==> config.mk <==
export PLATFORM = sky130hd
export DESIGN_NAME = muldiv_sequencer
export DESIGN_NICKNAME = d
export VERILOG_FILES = /design/src/rtl/muldiv_pkg.sv /design/src/rtl/muldiv_sequencer.sv
export SDC_FILE = /design/constraint.sdc
export NUM_CORES = 1
export LEC_CHECK = 0
export CELL_PAD_IN_SITES_DETAIL_PLACEMENT = 1
export CELL_PAD_IN_SITES_GLOBAL_PLACEMENT = 1
export CORE_MARGIN = 2
export CORE_UTILIZATION = 31
export CTS_CLUSTER_SIZE = 30
export DETAILED_ROUTE_END_ITERATION = 12
export PLACE_DENSITY_LB_ADDON = 0.3
export RECOVER_POWER = 25
export SYNTH_ARGS = -nofsm -noshare
export SYNTH_HDL_FRONTEND = slang
export SYNTH_SLANG_ARGS = --single-unit
export TNS_END_PERCENT = 20
==> constraint.sdc <==
create_clock -name clock -period 5.2 [get_ports clock]
set_input_delay 1.04 -clock clock [delete_from_list [all_inputs] [get_ports clock]]
set_output_delay 1.04 -clock clock [all_outputs]
set_load 0.005 [all_outputs]
==> src/rtl/muldiv_pkg.sv <==
// rtl/muldiv_pkg.sv - shared types and constants for the mult/div sequencer
//
// Purpose: state encoding, operation codes and default execution cycle counts
// used by muldiv_sequencer and anything that drives it.
// Ports: none (package).

package muldiv_pkg;

  typedef enum logic [2:0] {
    IDLE  = 3'd0,
    CLEAR = 3'd1,
    LOAD  = 3'd2,
    RUN   = 3'd3,
    WRITE = 3'd4,
    EXC   = 3'd5
  } state_t;

  localparam logic OP_MULT = 1'b0;
  localparam logic OP_DIV  = 1'b1;

  localparam int MULT_CYCLES_DEF = 32;
  localparam int DIV_CYCLES_DEF  = 33;

endpackage

==> src/rtl/muldiv_sequencer.sv <==
// rtl/muldiv_sequencer.sv - sequences one MULT/DIV through the shared datapath
//
// Purpose: accepts a single MULT or DIV request, clears the selected unit,
// launches it, waits a fixed number of execution cycles (the units have no
// completion flag), then captures the unit's HI/LO into the architectural
// HI/LO registers or raises a divide-by-zero exception. busy stalls the CPU
// for the whole sequence.
//
// Ports:
//   clock, reset        rising-edge clock, synchronous active-high reset
//   start, op           request pulse and operation (0 = MULT, 1 = DIV), IDLE only
//   mult_hi, mult_lo    multiplier result
//   div_hi, div_lo      divider result (hi = remainder, lo = quotient)
//   div0                divider divide-by-zero flag
//   unit_clear          reset pulse to the selected unit
//   mult_go, div_go     launch strobes to the multiplier / divider
//   busy                high whenever the sequencer is not idle
//   done                one-cycle completion pulse
//   div0_exc            one-cycle divide-by-zero exception pulse
//   hi, lo              architectural HI/LO registers

import muldiv_pkg::*;

module muldiv_sequencer #(
  parameter int MULT_CYCLES = MULT_CYCLES_DEF,
  parameter int DIV_CYCLES  = DIV_CYCLES_DEF
) (
  input  logic        clock,
  input  logic        reset,
  input  logic        start,
  input  logic        op,
  input  logic [31:0] mult_hi,
  input  logic [31:0] mult_lo,
  input  logic [31:0] div_hi,
  input  logic [31:0] div_lo,
  input  logic        div0,
  output logic        unit_clear,
  output logic        mult_go,
  output logic        div_go,
  output logic        busy,
  output logic        done,
  output logic        div0_exc,
  output logic [31:0] hi,
  output logic [31:0] lo
);

  state_t     state;
  logic       op_q;
  logic [5:0] cnt;
  logic [5:0] last_cnt;

  // Final RUN cycle index for the operation in flight.
  assign last_cnt = (op_q == OP_DIV) ? 6'(DIV_CYCLES - 1) : 6'(MULT_CYCLES - 1);

  // Outputs are registered alongside the state transition so each one is
  // exactly the decode of the state being entered (Moore behaviour).
  always_ff @(posedge clock) begin
    if (reset) begin
      state      <= IDLE;
      op_q       <= OP_MULT;
      cnt        <= 6'd0;
      hi         <= 32'd0;
      lo         <= 32'd0;
      unit_clear <= 1'b0;
      mult_go    <= 1'b0;
      div_go     <= 1'b0;
      busy       <= 1'b0;
      done       <= 1'b0;
      div0_exc   <= 1'b0;
    end else begin
      unit_clear <= 1'b0;
      mult_go    <= 1'b0;
      div_go     <= 1'b0;
      done       <= 1'b0;
      div0_exc   <= 1'b0;
      case (state)
        IDLE: begin
          if (start) begin
            op_q       <= op;
            state      <= CLEAR;
            busy       <= 1'b1;
            unit_clear <= 1'b1;
          end
        end
        CLEAR: begin
          state   <= LOAD;
          mult_go <= (op_q == OP_MULT);
          div_go  <= (op_q == OP_DIV);
        end
        LOAD: begin
          cnt   <= 6'd0;
          state <= RUN;
        end
        RUN: begin
          // The divider reports div0 in its first execution cycle; that
          // check wins even when the configured run is a single cycle.
          if (op_q == OP_DIV && cnt == 6'd0 && div0) begin
            state    <= EXC;
            done     <= 1'b1;
            div0_exc <= 1'b1;
          end else if (cnt == last_cnt) begin
            state <= WRITE;
            done  <= 1'b1;
            hi    <= (op_q == OP_DIV) ? div_hi : mult_hi;
            lo    <= (op_q == OP_DIV) ? div_lo : mult_lo;
          end else begin
            cnt <= cnt + 6'd1;
          end
        end
        WRITE, EXC: begin
          state <= IDLE;
          busy  <= 1'b0;
        end
        default: begin
          state <= IDLE;
          busy  <= 1'b0;
        end
      endcase
    end
  end

endmodule
Yosys cells after proc, flatten, opt, wreduce, memory -nomap -nowiden
Index checks and enable logic that the tools add are counted.
Word-level totals
  input port bits: 133
  logic and storage cells: 56
  output and inout bits: 70
  flip-flop bits (word level): 80
Cells by class
  equality and inequality tests: 8
  bitwise gates (word level): 6
  reduce and logical (&&, ||, !) cells: 14
  mux-type cells: 16
  $add $sub $neg: 1
Operators with widths (count)
  $mux W32: 2
  $mux W6: 3
  $pmux W3 S4: 1
  $pmux W6 S2: 1
  $mux W3: 3
  $add A6 B1 Y6 const B: 1
  $eq A3 B2 Y1 const B: 2
  $eq A6 B6 Y1: 1
  $logic_not A6 Y1: 1
  $ne A2 B2 Y1 const B: 3
  $not A1 Y1: 6
  $reduce_and A2 Y1: 3
  $reduce_and A3 Y1: 2
  $reduce_or A2 Y1: 3
  $mux W1: 5
  $eq A3 B1 Y1 const B: 1
  $logic_not A3 Y1: 1
  $ne A3 B3 Y1 const B: 1
  $reduce_or A3 Y1: 1
  $logic_and A1 B1 Y1: 2
  $pmux W1 S2: 1
  $reduce_bool A2 Y1: 1

Depth between registers and ports, before layout
Gate-level depths: netlist of the first run.
  depth after elaboration: 5
  depth in mapped cells: 8
  depth with buffers taken out: 6

Least setup slack after synthesis of the first run
OpenSTA, ideal clock, no wires.
  path type: input port to flip-flop
  start point: input port reset
  end point: register hi[20]
  stages: 4
  arrival time: 1987 ps
  required time: 5054 ps
  setup time: 146 ps
  slack: 3067 ps
  buffers on the path: 3
  path through: clkbuf_1 > clkbuf_1 > clkbuf_1 > a211oi_2
RTL lines
  start: declaration: RTL line muldiv_sequencer.sv:29  | input logic reset,
  end signal: assignment: RTL line muldiv_sequencer.sv:104  | hi <= (op_q == OP_DIV) ? div_hi : mult_hi;
  end: declaration: RTL line muldiv_sequencer.sv:43  | output logic [31:0] hi,
No word-level cell between the ends.

Final worst setup path of the first run
  start point: input port div0
  end point: register lo[12]
Between the ends
  word-level cells in the longest chain between the ends: 3
Ends and longest elaborated chain
  start: declaration: RTL line muldiv_sequencer.sv:36  | input logic div0,
  $logic_and A1 B1 Y1: RTL line muldiv_sequencer.sv:97  | if (op_q == OP_DIV && cnt == 6'd0 && div0) begin
  $not A1 Y1 (no line)
  $reduce_and A3 Y1 (no line)
  end signal: assignment: RTL line muldiv_sequencer.sv:105  | lo <= (op_q == OP_DIV) ? div_lo : mult_lo;
  end: declaration: RTL line muldiv_sequencer.sv:44  | output logic [31:0] lo
No other way between the ends.
A chain may end at the register's enable or synchronous reset.

==> impl_metrics.json, run 1 <==
{
  "hold_path_class": "flop to flop",
  "synth_area_leaders": "dfxtp_1, mux2i_1, a211oi_2, nor2_1, a211oi_1",
  "hold_violations": 0,
  "drive_gt1_share_pct": 12.6,
  "cts_hold_buf": 0,
  "synth.avg_cell_area_um2": 10.1,
  "cts_tree": "yes",
  "ys_types": 32,
  "clk_pin_slew_worst_paths_ns": 0.05,
  "viasPerCell": 4.90,
  "r2r_setup_slack_ns": 2.29,
  "io_buffers": 202,
  "drtAntennaViolNets": 0,
  "die_w_um": 115,
  "finalSetupViolCount": 0,
  "crit_slowest_cell": "and3b_4",
  "violations": "max-capacitance violations, max-slew violations",
  "cts-root-buf": "clkbuf_16",
  "postLayoutCellArea_um2": 6200,
  "synth_area_um2": 3810,
  "cp.required_ns": 5.39,
  "die-area_um2": 13200,
  "cts-htree-levels": 3,
  "multiInputGateArea_um2": 2020,
  "routed_wl_um": 11500,
  "hp-start": "lo[16]",
  "grt_pass1_wl_um": 17500,
  "reg2reg_to": "lo[12]",
  "drt_iter0_drc": 91,
  "dpl_worst_slack_ns": 1.75,
  "grt_antenna_before_repair": 0,
  "synth.top_cell.area_share_pct": 42.0,
  "synth_cells": 379,
  "synthArstFlopShare_pct": 0,
  "crit_fanout": 65,
  "synth_edf_count": 0,
  "regArea_um2": 1610,
  "cp_cell_sequence": "clkdlybuf4s50_1, a41o_1, and3b_4, buf_12, nor2_1, a211oi_1",
  "worstPathArrival_ns": 3.32,
  "worst_slew_pin_slew_ns": 2.17,
  "clock_latency_ns": 0.32,
  "rsz0062_at_grt": "no",
  "startpoint_type": "primary input",
  "n_antenna_cell": 0,
  "critical_path_class": "primary input to flop",
  "timing.slew.headroom_pct": -44.9,
  "syn_nets": 514,
  "powerDensity_nw_per_um2": 246,
  "ys_seq_area_share_pct": 42.0,
  "num_vias": 3478,
  "cts_buffers": 9,
  "initial_core_util_pct": 31.8,
  "coreArea_um2": 12000,
  "die_height_um": 115,
  "fill_cells": 1321,
  "max_stage_delay_ns": 0.89,
  "finalCritPeriodShare_pct": 60.1,
  "yosysWarnings": 0,
  "reg2regPathDepth": 6,
  "overflow": 0,
  "synth_common_cells": "dfxtp_1, nor2_1, mux2i_1, a211oi_2, a211oi_1",
  "endpoint_kind": "flop",
  "worst_slack_ns": 2.07,
  "ir_drop_uv": 222,
  "rows": 40,
  "grt_pass1_vias": 3560,
  "grt_max_degree": 79,
  "place_congestion": 0.790,
  "place_area_um2": 5870,
  "remaining_drc_errors": 0,
  "clock_path_buffers": 2,
  "area_delta_synth_final_pct": 62.5,
  "grtUsageTotal_pct": 16.7,
  "yosys.cell_count.top_type": "dfxtp_1",
  "ctsResizeCount": 0,
  "synth_ff_type": "dfxtp_1",
  "fmax_mhz": 320,
  "p_leak_nw": 2.07,
  "tns_ns": 0,
  "yosysTopAreaCell": "dfxtp_1",
  "r2r-start": "op_q",
  "crit_end": "lo[12]",
  "maxCapViolations": 1,
  "io_pins": 203,
  "fin_nets": 694,
  "synth-seq-cells": 80,
  "status": "complete, but fails checks",
  "startpoint": "div0",
  "finalClockSkew_ns": 0.00832,
  "postCtsSetupRepairBufs": 0,
  "wl_per_cell_um": 16.2,
  "slew_violations": 79,
  "dp_hpwl_um": 8730,
  "timing.final.crit_period_ns": 3.13,
  "detail_route.first_pass.iterations": 4,
  "cts.sinks": 80
}
stage by stage:
step / power [mW] / cells / hold slack (ns) / util (%)
after floorplan: 0.722 / 379 / 0.482 / -
after global placement: 0.839 / 695 / 0.486 / 48.9
after detailed placement: 0.843 / 695 / 0.493 / 48.9
after CTS: 1.55 / 710 / 0.501 / 51.6
after global routing: 1.59 / 710 / 0.528 / 51.6
final: 1.52 / 710 / 0.501 / 51.6
layer usage:
| metal | wire length (um) | track usage (%) | vias up |
|---|---|---|---|
| li1 | - | - | 1729 |
| met1 | 4490 | 18.0 | 1646 |
| met2 | 6240 | 32.1 | 91 |
| met3 | 607 | 3.58 | 12 |
| met4 | 159 | 5.22 | 0 |
| met5 | 0 | 0 | - |
flip-flops by register name, indices dropped and copies added (netlist names):
| name | flops |
|---|---|
| hi | 32 |
| lo | 32 |
| cnt | 6 |
| state | 3 |
| busy | 1 |
| div0_exc | 1 |
| div_go | 1 |
| done | 1 |
| mult_go | 1 |
| op_q | 1 |
| unit_clear | 1 |
layout by cell type, fill, tap and decap left out, types with 3 or more instances in the layout:
cell type / n
bufinv_16: 3
a211oi_1: 16
a211oi_2: 50
nor2_1: 74
nand3_1: 5
o21ai_0: 4
mux2i_1: 64
a21oi_1: 11
nand2_1: 9
clkbuf_16: 9
inv_1: 3
dlygate4sd3_1: 22
nor3_1: 7
dfxtp_1: 79
clkdlybuf4s50_1: 179
cells by family after synthesis:
kind of cell,count (synthesis),share of synthesized area [%]
simple gates,106,12.4
compound gates,89,23.1
flops,80,42.0
mux,64,16.8
fa+ha+maj,2,0.656
buf+inv,38,5.02
where the power goes:
part / total [mW] / internal [mW] / switching (mW)
clock: 0.696 / 0.466 / 0.230
sequential: 0.630 / 0.618 / 0.0124
combinational: 0.196 / 0.124 / 0.0719
worst min-delay path by stage:
| stage | depth (start not counted) | to | slack, ns |
|---|---|---|---|
| 2_1_floorplan | 2 | cnt[4] | 0.48 |
| 3_3_place_gp | 2 | lo[12] | 0.49 |
| 3_5_place_dp | 2 | lo[16] | 0.49 |
| 4_1_cts | 2 | lo[16] | 0.50 |
| 5_1_grt | 2 | lo[16] | 0.53 |
| 6_report | 2 | lo[16] | 0.50 |
critical path, delay by kind of cell:
family | cells | cell delay [ns]
AO/OA/AOI/OAI | 2 | 0.47
buffers and inverters | 2 | 0.80
AND/OR/NAND/NOR | 2 | 0.97
final cells by class:
| class | instances | area share (%) |
|---|---|---|
| Sequential cell | 80 | 25.9 |
| Tap cell | 147 | 2.97 |
| Clock inverter | 4 | 1.53 |
| Timing Repair Buffer | 204 | 33.0 |
| Inverter | 3 | 0.182 |
| Clock buffer | 11 | 3.76 |
| Multi-Input combinational cell | 261 | 32.7 |
No activity file was read; power rests on OpenSTA's default activity.
==> run 2: changes to the inputs <==
- CORE_UTILIZATION: 31 -> 26
- clock period: 5.2 -> 2.7 ns (I/O delays scaled with it)
==> impl_metrics.json, run 2 (synthesis results as in run 1) <==
{
  "cts.sinks": 80,
  "clock_latency_ns": 0.33,
  "endpoint_kind": "flop",
  "grt_pass1_wl_um": 20200,
  "max_stage_delay_ns": 0.52,
  "min_to": "lo[18]",
  "r2r_setup_slack_ns": 0.43,
  "rows": 44,
  "p_leak_nw": 2.08,
  "viasPerCell": 4.75,
  "io_pins": 203,
  "maxCapViolations": 0,
  "die-area_um2": 15700,
  "r2r-start": "op_q",
  "cp_top_family": "simple AND/OR/NAND/NOR gates",
  "wl_per_cell_um": 16.5,
  "tns_ns": 0,
  "cts_hold_buf": 0,
  "timing.slew.headroom_pct": 19.5,
  "fmax_mhz": 441,
  "worstPathArrival_ns": 2.51,
  "crit_fanout": 68,
  "ir_drop_uv": 239,
  "clk_pin_slew_worst_paths_ns": 0.06,
  "dp_hpwl_um": 9450,
  "startpoint_type": "flop",
  "postCtsSetupRepairBufs": 0,
  "whs_path_depth": 2,
  "cts_tree": "yes",
  "slew_violations": 0,
  "hold_path_class": "flop to flop",
  "cts-root-buf": "clkbuf_16",
  "grt_max_degree": 69,
  "largest_registers": "hi (32), lo (32), cnt (6)",
  "num_vias": 3551,
  "area_delta_synth_final_pct": 62.6,
  "cp.required_ns": 2.95,
  "remaining_drc_errors": 0,
  "drtAntennaViolNets": 0,
  "cp_cell_sequence": "nor3b_1, o2bb2ai_1, and3b_4, buf_12, nor2_1, a211oi_2",
  "grt_antenna_before_repair": 0,
  "worst_slew_pin_slew_ns": 1.21,
  "final_core_util_pct": 43.0,
  "ctsResizeCount": 0,
  "critical_path_class": "flop to flop",
  "mostFrequentLayoutCells": "clkdlybuf4s50_1, dfxtp_1, nor2_1",
  "detail_route.first_pass.iterations": 3,
  "hp-start": "lo[18]",
  "rsz0062_at_grt": "no",
  "finalSetupViolCount": 0,
  "status": "finished clean",
  "place_congestion": 0.745,
  "overflow": 0,
  "hold_violations": 0,
  "grtUsageTotal_pct": 16.0,
  "routed_wl_um": 12400,
  "reg2reg_to": "hi[7]",
  "grt_pass1_vias": 3868,
  "fin_nets": 697,
  "drive_gt1_share_pct": 12.6,
  "cts_buffers": 9,
  "crit_cells": 6,
  "timing.final.crit_period_ns": 2.27,
  "finalCritPeriodShare_pct": 83.9,
  "finalPower_mw": 2.65,
  "powerDensity_nw_per_um2": 427,
  "die_height_um": 125,
  "drt_iter0_drc": 92,
  "clock_path_buffers": 2,
  "crit_slowest_cell": "dfxtp_4",
  "final_common_cell": "clkdlybuf4s50_1",
  "io_buffers": 202,
  "coreArea_um2": 14400,
  "finalClockSkew_ns": 0.00653,
  "reg2regPathDepth": 6,
  "die_w_um": 125,
  "path_buf_inv": 1,
  "n_antenna_cell": 0,
  "cts-htree-levels": 3,
  "initial_core_util_pct": 26.4
}
==> run 2: changes by cell type in the layout (fill, tap and decap cells not counted), moves of 2 or more <==
cell and delta:
clkdlybuf4s50_1 -10, buf_12 +2, dlygate4sd3_1 +10, bufinv_16 -3
==> run 2: worst max-delay path by stage <==
stage	start	end
2_1_floorplan	cnt[0]	hi[10]
3_3_place_gp	div0	hi[11]
3_5_place_dp	div0	hi[7]
4_1_cts	op_q	hi[7]
5_1_grt	op_q	hi[7]
6_report	op_q	hi[7]
==> run 2: power breakdown <==
part	switching (mW)	internal (mW)	total [mW]
Clock	0.442	0.604	1.05
Sequential	0.0196	1.19	1.21
Combinational	0.148	0.243	0.390
Total	0.610	2.04	2.65
==> run 2: through the flow <==
stage	instances	instance area, um2	hold WS, ns	worst slack (ns)
after global placement	735	5970	0.485	0.502
after detailed placement	735	5970	0.499	0.396
after CTS	748	6210	0.507	0.532
after global routing	748	6200	0.532	0.211
final	748	6200	0.503	0.434
after floorplan	379	3810	0.482	1.04
==> run 2: area by class of cell <==
type / instances / area [um2]
multi-input cells: 261 / 2020
clock inverters: 2 / 10.0
clock buffers: 11 / 233
repair buffers: 207 / 2090
well taps: 184 / 230
flip-flops and latches: 80 / 1610
inverters: 3 / 11.3
fillers: 1624 / 8220
==> run 2: tightest hold or removal path: cells and delay by family (launching register included) <==
family          cells  cell delay (ns)
flops               1             0.30
simple gates        1             0.10
compound gates      1             0.05
==> run 2: per-layer routing <==
layer / part of all wire [%] / wire, um / track usage, % / vias up
li1: - / - / - / 1739
met1: 42 / 5150 / 18.4 / 1690
met2: 50 / 6230 / 28.4 / 101
met3: 5.2 / 643 / 3.77 / 21
met4: 2.8 / 349 / 6.86 / 0
met5: 0 / 0 / 0 / -
